<file path="src/rtl/pwm_pkg.sv">
// Shared constants and types for the PWM generator/capture pair.
// Latency: n/a (package only).
// Backpressure: n/a (package only).
package pwm_pkg;

    // Measurement/counter width shared with the generator's Load register.
    localparam int PWM_WIDTH       = 12;
    // Default synchroniser depth on an asynchronous PWM input.
    localparam int PWM_SYNC_STAGES = 2;
    // Default number of cycles without a rising edge before a stuck input is flagged.
    localparam int PWM_TIMEOUT     = 4095;

    // Capture FSM states.
    typedef enum logic [1:0] {
        S_WAIT = 2'd0,
        S_HIGH = 2'd1,
        S_LOW  = 2'd2
    } pwm_state_t;

endpackage

</file>
<file path="src/rtl/pwm_sync_edge.sv">
// Synchronises an asynchronous PWM input and produces registered rise/fall pulses.
// Latency: level after SYNC_STAGES clocks, rise/fall pulses one clock after the edge flop sees it.
// Backpressure: none; free-running, one pulse per detected edge.
//
// Ports:
//   Clock    in   1  clock, posedge
//   Reset_n  in   1  synchronous active-low reset
//   PWM_i    in   1  asynchronous PWM input
//   level    out  1  synchronised level
//   rise     out  1  1-cycle pulse per synchronised rising edge
//   fall     out  1  1-cycle pulse per synchronised falling edge
module pwm_sync_edge #(
    parameter int SYNC_STAGES = 2
) (
    input  logic Clock,
    input  logic Reset_n,
    input  logic PWM_i,
    output logic level,
    output logic rise,
    output logic fall
);

    logic [SYNC_STAGES-1:0] sync_q;
    logic                   s_d;
    // Fills with ones after reset; edges are only reported once both the synchroniser
    // output and the edge flop hold real samples. Without this, an input that is high
    // across reset would look like a fresh rising edge as the cleared chain refills.
    logic [SYNC_STAGES:0]   fill_q;
    logic                   s;

    assign s     = sync_q[SYNC_STAGES-1];
    assign level = s;

    always_ff @(posedge Clock) begin
        if (!Reset_n) begin
            sync_q <= '0;
            s_d    <= 1'b0;
            fill_q <= '0;
            rise   <= 1'b0;
            fall   <= 1'b0;
        end else begin
            sync_q <= {sync_q[SYNC_STAGES-2:0], PWM_i};
            s_d    <= s;
            fill_q <= {fill_q[SYNC_STAGES-1:0], 1'b1};
            rise   <= fill_q[SYNC_STAGES] &  s & ~s_d;
            fall   <= fill_q[SYNC_STAGES] & ~s &  s_d;
        end
    end

endmodule

</file>
<file path="src/rtl/pwm_capture.sv">
// Measures high time and rising-to-rising period of a PWM input; flags a stuck input.
// Latency: PWM_i rise -> Valid_o strobe SYNC_STAGES+2 clocks later.
// Backpressure: none; Valid_o is a 1-cycle strobe, results hold until the next strobe.
//
// Ports:
//   Clock      in   1      clock, posedge
//   Reset_n    in   1      synchronous active-low reset
//   PWM_i      in   1      asynchronous PWM input
//   High_o     out  WIDTH  high time of last complete period, cycles
//   Period_o   out  WIDTH  period of last complete period, cycles
//   Valid_o    out  1      High_o/Period_o updated this cycle
//   Timeout_o  out  1      no rising edge for TIMEOUT cycles; clears on next Valid_o
//   Level_o    out  1      synchronised PWM_i level
module pwm_capture
    import pwm_pkg::*;
#(
    parameter int WIDTH       = PWM_WIDTH,
    parameter int SYNC_STAGES = PWM_SYNC_STAGES,
    parameter int TIMEOUT     = PWM_TIMEOUT
) (
    input  logic             Clock,
    input  logic             Reset_n,
    input  logic             PWM_i,
    output logic [WIDTH-1:0] High_o,
    output logic [WIDTH-1:0] Period_o,
    output logic             Valid_o,
    output logic             Timeout_o,
    output logic             Level_o
);

    localparam logic [WIDTH-1:0] TIMEOUT_CNT = WIDTH'(TIMEOUT);

    pwm_state_t       state;
    logic [WIDTH-1:0] period_cnt;
    logic [WIDTH-1:0] high_cnt;
    logic             rise;
    logic             fall;
    logic             timeout_hit;

    // Counters stick at all-ones rather than wrapping.
    function automatic logic [WIDTH-1:0] sat_inc(input logic [WIDTH-1:0] v);
        return (&v) ? v : v + WIDTH'(1);
    endfunction

    pwm_sync_edge #(
        .SYNC_STAGES (SYNC_STAGES)
    ) u_sync_edge (
        .Clock   (Clock),
        .Reset_n (Reset_n),
        .PWM_i   (PWM_i),
        .level   (Level_o),
        .rise    (rise),
        .fall    (fall)
    );

    assign timeout_hit = (period_cnt == TIMEOUT_CNT);

    always_ff @(posedge Clock) begin
        if (!Reset_n) begin
            state      <= S_WAIT;
            period_cnt <= '0;
            high_cnt   <= '0;
            High_o     <= '0;
            Period_o   <= '0;
            Valid_o    <= 1'b0;
            Timeout_o  <= 1'b0;
        end else begin
            Valid_o <= 1'b0;
            case (state)
                S_WAIT: begin
                    // The first rise only opens a measurement; nothing to report yet.
                    if (rise) begin
                        period_cnt <= WIDTH'(1);
                        high_cnt   <= WIDTH'(1);
                        state      <= S_HIGH;
                    end
                end
                S_HIGH: begin
                    if (timeout_hit) begin
                        Timeout_o <= 1'b1;
                        state     <= S_WAIT;
                    end else if (fall) begin
                        // high_cnt is frozen here: the falling cycle belongs to the low phase.
                        period_cnt <= sat_inc(period_cnt);
                        state      <= S_LOW;
                    end else begin
                        period_cnt <= sat_inc(period_cnt);
                        high_cnt   <= sat_inc(high_cnt);
                    end
                end
                S_LOW: begin
                    // A rise on the timeout cycle still completes the period.
                    if (rise) begin
                        Period_o   <= period_cnt;
                        High_o     <= high_cnt;
                        Valid_o    <= 1'b1;
                        Timeout_o  <= 1'b0;
                        period_cnt <= WIDTH'(1);
                        high_cnt   <= WIDTH'(1);
                        state      <= S_HIGH;
                    end else if (timeout_hit) begin
                        Timeout_o <= 1'b1;
                        state     <= S_WAIT;
                    end else begin
                        period_cnt <= sat_inc(period_cnt);
                    end
                end
                default: state <= S_WAIT;
            endcase
        end
    end

endmodule
</file>
<file path="config.mk">
export PLATFORM = sky130hd
export DESIGN_NAME = pwm_capture
export DESIGN_NICKNAME = d
export VERILOG_FILES = /design/src/rtl/pwm_pkg.sv /design/src/rtl/pwm_sync_edge.sv /design/src/rtl/pwm_capture.sv
export SDC_FILE = /design/constraint.sdc
export NUM_CORES = 1
export LEC_CHECK = 0
export ABC_AREA = 1
export CELL_PAD_IN_SITES_DETAIL_PLACEMENT = 0
export CELL_PAD_IN_SITES_GLOBAL_PLACEMENT = 1
export CORE_ASPECT_RATIO = 0.6
export CORE_MARGIN = 5
export CORE_UTILIZATION = 41
export CTS_CLUSTER_SIZE = 14
export DETAILED_ROUTE_END_ITERATION = 10
export PLACE_DENSITY_LB_ADDON = 0.08
export SLEW_MARGIN = 5
export SYNTH_ARGS = -nofsm -noshare
export SYNTH_HDL_FRONTEND = slang
export SYNTH_SLANG_ARGS = --single-unit
</file>
<file path="constraint.sdc">
create_clock -name Clock -period 2.2 [get_ports Clock]
set_clock_uncertainty 0.05 [all_clocks]
set_input_delay 0.33 -clock Clock [delete_from_list [all_inputs] [get_ports Clock]]
set_output_delay 0.33 -clock Clock [all_outputs]
set_load 0.01 [all_outputs]
</file>
==> reports/qor.log <==
[routing] ratio of routed vias to standard cells 4.82
[setup_path] Critical Path Start Type register
[logic_synthesis] number of flops mapped to enable cells by yosys 0
[placed_design] final weighted congestion of routability-driven global placement 0.836
[final_layout] commonest cells after routing, fill and taps aside nand2_1, dfxtp_1, nor2_1
[timing] relative max-transition margin 68.3%
[final_layout] leading cell type in the layout, fill and taps excluded nand2_1
[clock_network] total number of clock tree sinks 60
[routing] number of DRC violations after detailed routing 0
[final_layout] antenna diode count 0
[clock_network] clock latency reported for the late side of the worst-skew pair 330 ps
[power] sum of internal, switching and leakage power 3.32 mW
[status] status finished clean
[routing] DR iter-0 viols 208
[logic_synthesis] number of unique standard cell types used by synthesis 32
[timing] Hold Worst Slack 362 ps
[clock_network] clock-pin slew on the worst setup and hold paths 50 ps
[timing] shortest clock period the worst path allows after layout 1860 ps
[timing] period utilisation layout 84.8%
[setup_path] list of cells traversed by the critical path inv_1, ha_1, nor2_1, clkinv_1, nor3b_1, nand3_1, a21oi_2
[placed_design] DP HPWL 4.81 mm
[die] number of top-level design ports 30
[logic_synthesis] synthesized area divided by synthesized cell count 7.28 um2
[clock_network] post-cts sizing count 0
[clock_network] buffers from clock root to sink, at most 2
[die] effective utilization at floorplan 42.0%
[logic_synthesis] post-synthesis async set-or-reset flop share 0%
[global_routing] global-route congestion overflow total 0
[global_routing] first-pass GRT wire length 11.0 mm
[setup_path] Critical Path Slowest Stage Cell dfxtp_1
[timing] Setup Viol. Count Final 0
[routing] first-pass iteration count of the detailed router 5
[die] Placement Rows 23
[power] reported leakage power 1.29 nW
[global_routing] pin count of the biggest net entering global routing 33
[timing] transition time of the tightest slew-check pin 475 ps
[routing] count of antenna-violating nets left after detailed routing 0
[placed_design] worst slack at placement 356 ps
[final_layout] share of layout cells above drive strength 1 11.5%
[clock_network] Clock Root Buffer clkbuf_16
[placed_design] number of placed cells counting well taps 491
[global_routing] number of global-route vias before repair 2195
[die] Die Span X 116 um
[final_layout] fillcell total 657
[timing] setup TNS after final layout 0 ps
[global_routing] global-route usage over all layers 17.1%
[placed_design] area of placed instances 3180 um2
[timing] setup repair after global routing missed its margin false
[timing] timing-limited maximum frequency 536 MHz
[logic_synthesis] most instantiated flip-flop cell in the synthesis netlist dfxtp_1
[logic_synthesis] instance count of the mapped netlist 382
[clock_network] Post-CTS Setup Bufs 0
[die] die footprint 8580 um2
[logic_synthesis] YS warnings 0
[timing] smallest setup slack after layout 335 ps
[timing] Hold Violations, Final 0
[power] Power Density 952 nW/um2
[routing] mean routed wirelength per cell 13.5 um
[clock_network] H-tree depth 3
[setup_path] Setup CP Type register to register
[final_layout] final non-filler cell area 3490 um2
[routing] Final Routed Wirelength 6.83 mm
[setup_path] Worst Path Max Fanout 10
[clock_network] TritonCTS clock tree built
[logic_synthesis] fraction of the yosys area taken by sequential cells 43.2%
[power] peak ir drop on the vdd network 511 uV
[logic_synthesis] synthesis-stage register bit count 60
[final_layout] final non-filler cell total 506
[timing] max-slew violations 0
[setup_path] Crit path required time 2410 ps
[final_layout] final layout net count 424
[die] Die Y-Extent 73.8 um
[flow_run] total of max-cap violations 0
[logic_synthesis] cell area after synthesis 2780 um2
[logic_synthesis] Synthesized Nets 391
[final_layout] Layout area overhead 25.4%
[worst_hold_path] type of the most critical hold path register to register
[clock_network] # hold bufs at CTS 0
[setup_path] Critical Path Sink Type register
[routing] vias after detailed routing 2437
[setup_path] largest incremental delay on the critical path 410 ps
[die] CORE AREA 6620 um2
[clock_network] cts bufs inserted 9
[global_routing] antenna violations before repair 0
[final_layout] share of the core filled with cells in the final layout 52.7%
[setup_path] endpoint arrival time on the critical path 2080 ps
[placed_design] # port buffers 29
==> final timing paths <==
kind / startpoint / to / slack, ps / depth (start not counted)
setup / recovery: state[0] / high_cnt[2] / 340 / 7
hold / removal: u_sync_edge.s_d / u_sync_edge.rise / 360 / 1
setup reg to reg: state[0] / high_cnt[2] / 340 / 7
hold reg to reg: u_sync_edge.s_d / u_sync_edge.rise / 360 / 1
==> cell families (layout without fill, tap and decap cells) <==
logic type                 count (synthesis)  after routing  share of synthesized area (%)
AOI/OAI and AO/OA                         76             76                           15.9
xor gates and xnor gates                   6              6                           1.89
buffers and inverters                     53             90                           7.52
and+or+nand+nor                          181            181                           28.8
adders and majority gates                  6              6                           2.70
DFF                                       60             60                           43.2
==> cell type report <==
cell class	count	area [um2]	share of cell area, %
Clock buffer	15	308	8.83
Inverter	40	150	4.31
Multi-Input combinational cell	269	1370	39.3
Sequential cell	60	1200	34.5
Tap cell	87	109	3.12
Timing Repair Buffer	35	348	9.98
==> state kept, by name (all words and copies together), names as in the netlist <==
name                flops
state                   2
u_sync_edge.sync_q      2
period_cnt             12
Timeout_o               1
u_sync_edge.s_d         1
high_cnt               12
u_sync_edge.fill_q      3
Valid_o                 1
Period_o               12
High_o                 12
u_sync_edge.fall        1
u_sync_edge.rise        1
==> report_power, final <==
part	switching [mW]	total, mW	internal, mW
clock	0.464	1.40	0.939
combinational	0.495	0.721	0.226
sequential	0.0523	1.19	1.14
==> worst max-delay path, delay by kind of cell, from the launching register on <==
kind | cells | cell delay [ps]
buf+inv | 2 | 400
simple gates | 3 | 550
compound gates | 1 | 160
fa+ha+maj | 1 | 240
flops | 1 | 410
==> Yosys cell counts (2+ instances only) <==
master | number | area (um2)
a211oi_2 | 2 | 25.0
a21oi_1 | 31 | 155
a21oi_2 | 7 | 61.3
buf_1 | 2 | 7.51
buf_2 | 2 | 10.0
clkbuf_1 | 8 | 30.0
dfxtp_1 | 60 | 1200
ha_1 | 6 | 75.1
inv_1 | 35 | 131
inv_2 | 4 | 15.0
nand2_1 | 74 | 278
nand2_2 | 4 | 25.0
nand3_1 | 24 | 120
nand4_1 | 7 | 43.8
nor2_1 | 57 | 214
nor2_2 | 4 | 25.0
nor2_4 | 2 | 22.5
nor3_1 | 4 | 20.0
o211ai_1 | 2 | 15.0
o21ai_0 | 30 | 150
o21ai_1 | 2 | 10.0
xor2_1 | 5 | 43.8
==> per-layer routing <==
layer  part of all wire [%]  global-route usage [%]
met5                      0                       0
met4                    1.3                    5.41
met3                    7.5                    6.67
met2                     36                    21.9
met1                     55                    25.6
Note: power is estimated with default switching activity, not from simulation.
